`src/rtl/sha256crypt_unit_sched.sv`:
```
// Round-robin dispatcher from the FWFT candidate source to the sha256crypt units.
// One whole candidate is streamed to a single granted unit per grant.
module sha256crypt_unit_sched #(
  parameter int N_UNITS   = 16,
  parameter int MAX_WORDS = 8
) (
  input  logic               CORE_CLK,
  input  logic               rst,
  input  logic [15:0]        din,
  input  logic               din_last,
  input  logic               empty,
  output logic               rd_en,
  input  logic [N_UNITS-1:0] unit_mask,
  input  logic [N_UNITS-1:0] unit_idle,
  output logic [15:0]        unit_din,
  output logic               unit_last,
  output logic [N_UNITS-1:0] unit_wr_en,
  output logic               cores_idle,
  output logic [31:0]        dispatch_cnt,
  output logic               err_overrun,
  output logic               err_no_unit
);

  // state | meaning
  // IDLE  | waiting for a candidate and an eligible unit
  // XFER  | streaming words of the current candidate to unit sel
  // DRAIN | discarding the tail of an over-long candidate
  typedef enum logic [1:0] {IDLE, XFER, DRAIN} state_t;

  localparam int PW = (N_UNITS > 1) ? $clog2(N_UNITS) : 1;
  localparam int WW = $clog2(MAX_WORDS + 1);
  localparam logic [N_UNITS-1:0] ONE = {{(N_UNITS-1){1'b0}}, 1'b1};

  state_t state, state_nxt;
  logic [PW-1:0] sel, rr_ptr, grant_idx;
  logic [N_UNITS-1:0] claimed, eligible;
  logic [WW-1:0] wc;
  logic grant_found, grant, xfer_pop, wc_full;
  int idx;

  assign eligible = unit_idle & ~unit_mask & ~claimed;
  assign wc_full  = (wc == WW'(MAX_WORDS - 1));

  // First eligible unit at or after rr_ptr, wrapping at N_UNITS.
  always_comb begin
    grant_found = 1'b0;
    grant_idx   = '0;
    idx         = 0;
    for (int i = 0; i < N_UNITS; i++) begin
      idx = int'(rr_ptr) + i;
      if (idx >= N_UNITS) idx = idx - N_UNITS;
      if (!grant_found && eligible[idx]) begin
        grant_found = 1'b1;
        grant_idx   = PW'(idx);
      end
    end
  end

  always_ff @(posedge CORE_CLK) begin
    if (rst) state <= IDLE;
    else     state <= state_nxt;
  end

  always_comb begin
    state_nxt = state;
    rd_en     = 1'b0;
    grant     = 1'b0;
    xfer_pop  = 1'b0;
    case (state)
      IDLE: begin
        if (!empty && grant_found) begin
          grant     = 1'b1;
          state_nxt = XFER;
        end
      end
      XFER: begin
        rd_en    = !empty;
        xfer_pop = !empty;
        if (xfer_pop) begin
          if (din_last)     state_nxt = IDLE;
          else if (wc_full) state_nxt = DRAIN;
        end
      end
      DRAIN: begin
        rd_en = !empty;
        if (!empty && din_last) state_nxt = IDLE;
      end
      default: state_nxt = IDLE;
    endcase
  end

  always_ff @(posedge CORE_CLK) begin
    if (rst) begin
      sel          <= '0;
      rr_ptr       <= '0;
      claimed      <= '0;
      wc           <= '0;
      unit_din     <= '0;
      unit_last    <= 1'b0;
      unit_wr_en   <= '0;
      cores_idle   <= 1'b0;
      dispatch_cnt <= '0;
      err_overrun  <= 1'b0;
      err_no_unit  <= 1'b0;
    end else begin
      // A claim is released once the unit has been seen busy.
      claimed    <= (claimed & unit_idle) | (grant ? (ONE << grant_idx) : '0);
      unit_wr_en <= '0;
      unit_last  <= 1'b0;
      if (grant) begin
        sel    <= grant_idx;
        rr_ptr <= (grant_idx == PW'(N_UNITS - 1)) ? '0 : grant_idx + PW'(1);
        wc     <= '0;
      end
      if (xfer_pop) begin
        unit_din   <= din;
        unit_wr_en <= ONE << sel;
        unit_last  <= din_last | wc_full;
        wc         <= wc + WW'(1);
        if (din_last && dispatch_cnt != 32'hFFFF_FFFF) dispatch_cnt <= dispatch_cnt + 32'd1;
        if (!din_last && wc_full) err_overrun <= 1'b1;
      end
      err_no_unit <= (&unit_mask) && !empty;
      cores_idle  <= (state == IDLE) && empty && (claimed == '0) && (&(unit_idle | unit_mask));
    end
  end

endmodule
```
`config.mk`:
```
export PLATFORM = sky130hd
export DESIGN_NAME = sha256crypt_unit_sched
export DESIGN_NICKNAME = d
export VERILOG_FILES = /design/src/rtl/sha256crypt_unit_sched.sv
export SDC_FILE = /design/constraint.sdc
export NUM_CORES = 1
export LEC_CHECK = 0
export CORE_AREA = 2 2 136 138
export DETAILED_ROUTE_END_ITERATION = 8
export DIE_AREA = 0 0 138 140
export GPL_ROUTABILITY_DRIVEN = 0
export GPL_TIMING_DRIVEN = 1
export PLACE_DENSITY = 0.59
export SLEW_MARGIN = 25
export SYNTH_ARGS = -nofsm -noshare
export SYNTH_HDL_FRONTEND = slang
export SYNTH_SLANG_ARGS = --single-unit
```
`constraint.sdc`:
```
create_clock -name CORE_CLK -period 5.78 [get_ports CORE_CLK]
set_input_delay 0.867 -clock CORE_CLK [delete_from_list [all_inputs] [get_ports CORE_CLK]]
set_output_delay 0.867 -clock CORE_CLK [all_outputs]
set_load 0.1 [all_outputs]
```
== Word-level counts from Yosys, hierarchy flattened ==
Index checks and enable logic that the tools add are counted.

* Word-level logic and storage cells: 258
* Output and inout port bits: 69
* Register bits: 98

* Magnitude comparators: 32
* Add/subtract/negate cells: 34
* Shifts and indexed selects: 2
* Equal/unequal tests: 9
* Muxes and demuxes: 110
* Reductions and logical operators: 50
* Bitwise logic cells: 9

{| class="wikitable"
|+ Operator list
! operator !! number
|-
| less-than comparator 32 x 6 -> 1 bit, second input constant || 16
|-
| 2-to-1 mux 32 bit || 16
|-
| subtractor 5 x 5 -> 6 bit, second input constant || 15
|-
| 2-to-1 mux 4 bit || 19
|-
| >= comparator 5 bit, second input constant || 15
|-
| binary-select mux 1 bit (select 4 bit) || 16
|-
| 2-to-1 mux 1 bit || 52
|-
| AND 16 bit || 3
|-
| adder 4 x 4 -> 5 bit, second input constant || 8
|-
| adder 32 x 1 -> 32 bit, second input constant || 1
|-
| != test 32 bit, second input constant || 1
|-
| NOT 16 bit || 2
|-
| OR 16 bit || 2
|-
| AND reduction 16 bit || 2
|-
| << shifter 1 x 4 -> 16 bit, first input constant || 2
|-
| logical AND 1 bit || 23
|-
| adder 4 x 3 -> 5 bit, second input constant || 4
|-
| zero test 1 bit || 17
|-
| zero test 16 bit || 1
|-
| 2-to-1 mux 16 bit || 1
|-
| adder 4 x 2 -> 5 bit, second input constant || 2
|-
| 2-to-1 mux 2 bit || 5
|-
| adder 4 x 1 -> 4 bit, second input constant || 2
|-
| != test 2 bit, second input constant || 3
|-
| other kinds (16) || 18
|}

== Depth between registers and ports, before layout ==
* Depth after elaboration: 57
* Gate-level depth with buffers: 20
* Mapped depth without buffers: 15

== Worst setup path before layout ==
Ideal clock, no wire load.

* Path kind: register -> register
* From: reg rr_ptr[1]
* To: reg rr_ptr[2]
* Setup time: 0.128 ns
* Required time: 5.652 ns
* Cell stages (with the launch flop): 21
* Arrival time: 4.368 ns
* Path buffers: 5
* Setup slack: 1.285 ns
* Clock period less this slack: 4.495 ns
* Cells stage by stage: dfxtp_1 > buf_4 > inv_2 > buf_2 > ha_1 > buf_2 > nor4bb_1 > a21o_1 > mux4_2 > a2bb2o_4 > buf_4 > nor4b_4 > nand3_2 > or4_1 > o2111ai_1 > o211a_1 > buf_2 > nor2_1 > ha_1 > mux2i_1 > nor2_1

* Longest elaborated chain between the ends: 54
* Elaborated cells between the ends (all ways): 179
* Classes of those cells: add/sub: 32; order compare: 16; eq/ne: 1; mux: 99; reduce/logical: 31

{| class="wikitable"
|+ Ends and longest elaborated chain
! item !! RTL line !! source
|-
| start: declaration || 35 || <nowiki>logic [PW-1:0] sel, rr_ptr, grant_idx;</nowiki>
|-
| start signal: assignment || 112 || <nowiki>rr_ptr <= (grant_idx == PW'(N_UNITS - 1)) ? '0 : grant_idx + PW'(1);</nowiki>
|-
| parallel branches: the longest is 54 deep, another holds subtractor 5 x 5 -> 6 bit || -- ||
|}

Parallel ways; which one is timed is not known. The select of a mux whose other input is x is not followed.
A chain may end at the register's enable or synchronous reset.

== Final worst setup path ==
* From: in unit_idle[7]
* To: reg rr_ptr[3]

* Longest elaborated chain between the ends: 54
* Elaborated cells between the ends (all ways): 118
* Classes of those cells: add/sub: 1; eq/ne: 1; mux: 83; bitwise: 2; reduce/logical: 31

{| class="wikitable"
|+ Ends and longest elaborated chain
! item !! RTL line !! source
|-
| start: declaration || 14 || <nowiki>input logic [N_UNITS-1:0] unit_idle,</nowiki>
|-
| AND 16 bit (*) (2 in series) || 41 || <nowiki>assign eligible = unit_idle & ~unit_mask & ~claimed;</nowiki>
|-
| parallel branches: the longest is 52 deep, another holds binary-select mux 1 bit (select 4 bit) || -- ||
|}

Mark *: on every way between the ends. The select of a mux whose other input is x is not followed.

==> key figures <==
Logic synthesis
  – Synth warnings: 0
  – Syn Std Cell Area: 7017 um^2
  – Largest family of logic cells by synthesized area: simple AND/OR/NAND/NOR gates
  – Post-synth top area share: 27.96%
  – Post-synth EDFFs: 0
  – Synth Area in Simple Gates: 29.03%
  – Syn nets: 913
  – Main synth FF type: dfxtp_1
  – Synth area leader: dfxtp_1
  – Area share of xor/xnor cells in the synthesized design: 5.474%
  – Post-synthesis adder-cell area fraction: 2.318%
  – Mean Syn Cell Area: 8.274 um^2
  – Async S/R FF share, synth: 0%
  – Commonest cells in the netlist: nand2_1 (104), dfxtp_1 (98), nor2_1 (94), a21oi_1 (62), mux2i_1 (44)
  – Sequential fraction of the synthesis area: 27.96%
  – Synth Area in Compound Gates: 17.85%
  – Mux cell area share after synthesis: 13.86%
  – Synth area leaders: dfxtp_1 (28%), mux2i_1 (6.3%), nand2_1 (5.6%)
  – Register bit total from synthesis: 98
  – Netlist cell types: 86
  – Count leader, synth: nand2_1
  – Cells after Synth: 848

Worst setup path
  – Largest stage delay, worst path: 650 ps
  – Crit-path most repeated cell: or4_1
  – R2R Setup Slk: 650 ps
  – Setup crit start kind: input port
  – Crit end category: flop
  – CP Cell Sequence: clkdlybuf4s50_1, nor3b_1, a2111oi_0, or4_1, mux2_2, nand4_1, nor4b_4, o41ai_1, a21oi_1, or4_1, a311oi_1
  – Worst-path maximum fanout: 11
  – CP startpoint: unit_idle[7]
  – R2r startpoint: rr_ptr[1]
  – Slowest CP cell: nor3b_1
  – Critical setup path kind: input port to flop
  – WP data arrival: 5460 ps
  – Req. time, crit path: 6020 ps

Place
  – Hpwl dp: 17790 um
  – Buffers on Ports: 120

Floorplan
  – Core box area: 17780 um^2
  – Die Wd: 138 um
  – IO Count: 121
  – Initial Util: 39.47%
  – Die Area: 19320 um^2
  – # rows: 49
  – Die height: 140 um

Timing
  – Fmax achieved: 191.7 MHz
  – Final setup viols: 0
  – Worst slew margin: 31.86%
  – Worst Max-Slew Pin Slew: 1019 ps
  – Worst Clk Skew: 9.967 ps
  – Setup TNS: 0 ps
  – Max Slew Vio Count: 0
  – Final worst path period share: 90.27%
  – Final Hold Viols: 0
  – RSZ-0062 raised after global routing: no
  – Final min period: 5218 ps

Detailed routing
  – Number of vias per cell: 5.955
  – Initial drt markers: 665
  – Vias post-DR: 7140
  – Metal2 WL: 10640 um
  – Detailed Route WL: 23340 um
  – Drt first pass iters: 5
  – M1 WL: 10610 um
  – Met3 wire len: 1614 um
  – DRC viols: 0
  – DR WL/cell: 19.47 um
  – Uppermost layer routed: met4
  – Antenna-violating nets left: 0

Power and ir drop
  – Switching part of the total: 52.79%
  – Peak VDD IR: 352.0 uV
  – Pwr Density: 567.2 nW/um^2
  – P_int: 2.350 mW
  – Tot Pwr: 4.979 mW
  – Leak: 3.103 nW
  – Flop pwr share: 16.4%
  – Logic pwr share: 71.7%
  – Sw Pwr: 2.628 mW
  – Clock group share of total power: 11.9%

CTS
  – Clock buffer depth: 2
  – Hold_buf cts: 0
  – TritonCTS clock tree: yes
  – CTS Buf Count: 9
  – Root Buffer: clkbuf_16
  – Post-cts resize count: 0
  – Post-CTS setup buffer count: 0
  – H-tree depth: 3
  – Clock Sinks: 98
  – Later-pin clock latency in the skew report: 340 ps
  – Clock Pin Slew Worst Setup and Hold Paths: 70 ps

Global routing
  – Gr usage total: 23.43%
  – Largest net degree at the start of global routing: 48
  – First-pass GRT wire length: 36940 um
  – Antenna violations before repair: 0
  – Global route total overflow: 0
  – Vias in the first global route: 6527

Flow run
  – Max-Cap Viols: 0

Finish
  – Layout area overhead: 25.11%
  – # nets final: 1030
  – ANT cells: 0
  – Fill cells: 1765
  – Layout cells sized above 1: 10.72%

Worst hold path
  – HP Class: flop to flop
  – Worst Hold Launch: unit_din[8]

Status
  – Outcome: completed
==> placed cells by master, fill, tap and decap left out, types with 7 or more instances in the layout <==
cell             count
o21ai_0             25
a21oi_1             62
and3_1               8
a211oi_1            10
clkdlybuf4s50_1    119
nor3_1              25
nor4_1               8
o22ai_1             14
ha_1                13
nand2b_1            13
xnor2_1             18
or3b_2              15
mux2i_1             44
mux4_2              17
nand4_1             20
o211ai_1             8
or3_1                9
buf_4               22
xor2_1              19
or4_1                7
inv_1               10
nor2_1              94
nand2_1            104
nand3_1             32
dfxtp_1             98
nor3b_1             16
mux2_2               8
clkbuf_16            9
nor2b_1              8
==> sequential cells by signal, summed over array words and instances, names as in the netlist <==
| name | count |
|---|---|
| cores_idle | 1 |
| unit_wr_en | 16 |
| err_overrun | 1 |
| claimed | 16 |
| state | 2 |
| dispatch_cnt | 32 |
| rr_ptr | 4 |
| unit_last | 1 |
| sel | 4 |
| unit_din | 16 |
| wc | 4 |
| err_no_unit | 1 |
==> cell type report <==
cell class	instances	area [um^2]	area share (%)
well taps	229	286.5	3.264
inverters	16	65.06	0.7412
flip-flops and latches	98	1962	22.35
clock inverters	6	56.30	0.6414
multi-input cells	698	4808	54.77
repair buffers	142	1361	15.51
clock buffers	10	239.0	2.722
==> power groups by stage <==
stage | Sequential (mW) | Combinational (mW) | Clock (mW)
finish | 0.817 | 3.57 | 0.590
global route | 0.826 | 3.82 | 0.636
CTS | 0.815 | 3.48 | 0.607
detailed placement | 0.830 | 3.47 | 0
global placement | 0.829 | 3.49 | 0
floorplan | 0.917 | 2.46 | 0
==> logic make-up after synthesis <==
logic type,Yosys count
multiplexers,72
AO/OA/AOI/OAI,185
adder cells (fa/ha/maj),13
AND/OR/NAND/NOR,388
buffers and inverters,52
XOR/XNOR,40
flip-flops,98
==> critical path: cells and delay by family <==
kind	cells	cell delay, ps
multiplexers	1	360
AND/OR/NAND/NOR	5	2090
buffers and inverters	1	580
AO/OA/AOI/OAI	4	1540
==> through the flow <==
step / hold WS, ps / setup slack, ps / util (%) / area [um^2] / instances
floorplan: 464.8 / 1285 / - / 7017 / 848
global placement: 442.4 / 404.4 / 47.71 / 8483 / 1183
detailed placement: 445.9 / 339.5 / 47.71 / 8483 / 1183
CTS: 456.3 / 682.1 / 49.37 / 8778 / 1199
global route: 474.3 / 387.3 / 49.37 / 8778 / 1199
finish: 452.7 / 562.2 / 49.37 / 8778 / 1199
==> routing by layer <==
metal	vias up	GRT usage (%)
li1	3398	-
met2	279	37.68
met1	3417	32.46
met4	0	6.069
met3	46	4.444
met5	-	0
==> path summary, 6_finish.rpt <==
path,cells after the start,endpoint
worst max register to register,15,claimed[3]
worst max-delay path,11,rr_ptr[3]
worst min-delay path,2,unit_din[8]
worst min register to register,2,unit_din[8]
Note: power is estimated with default switching activity, not from simulation.
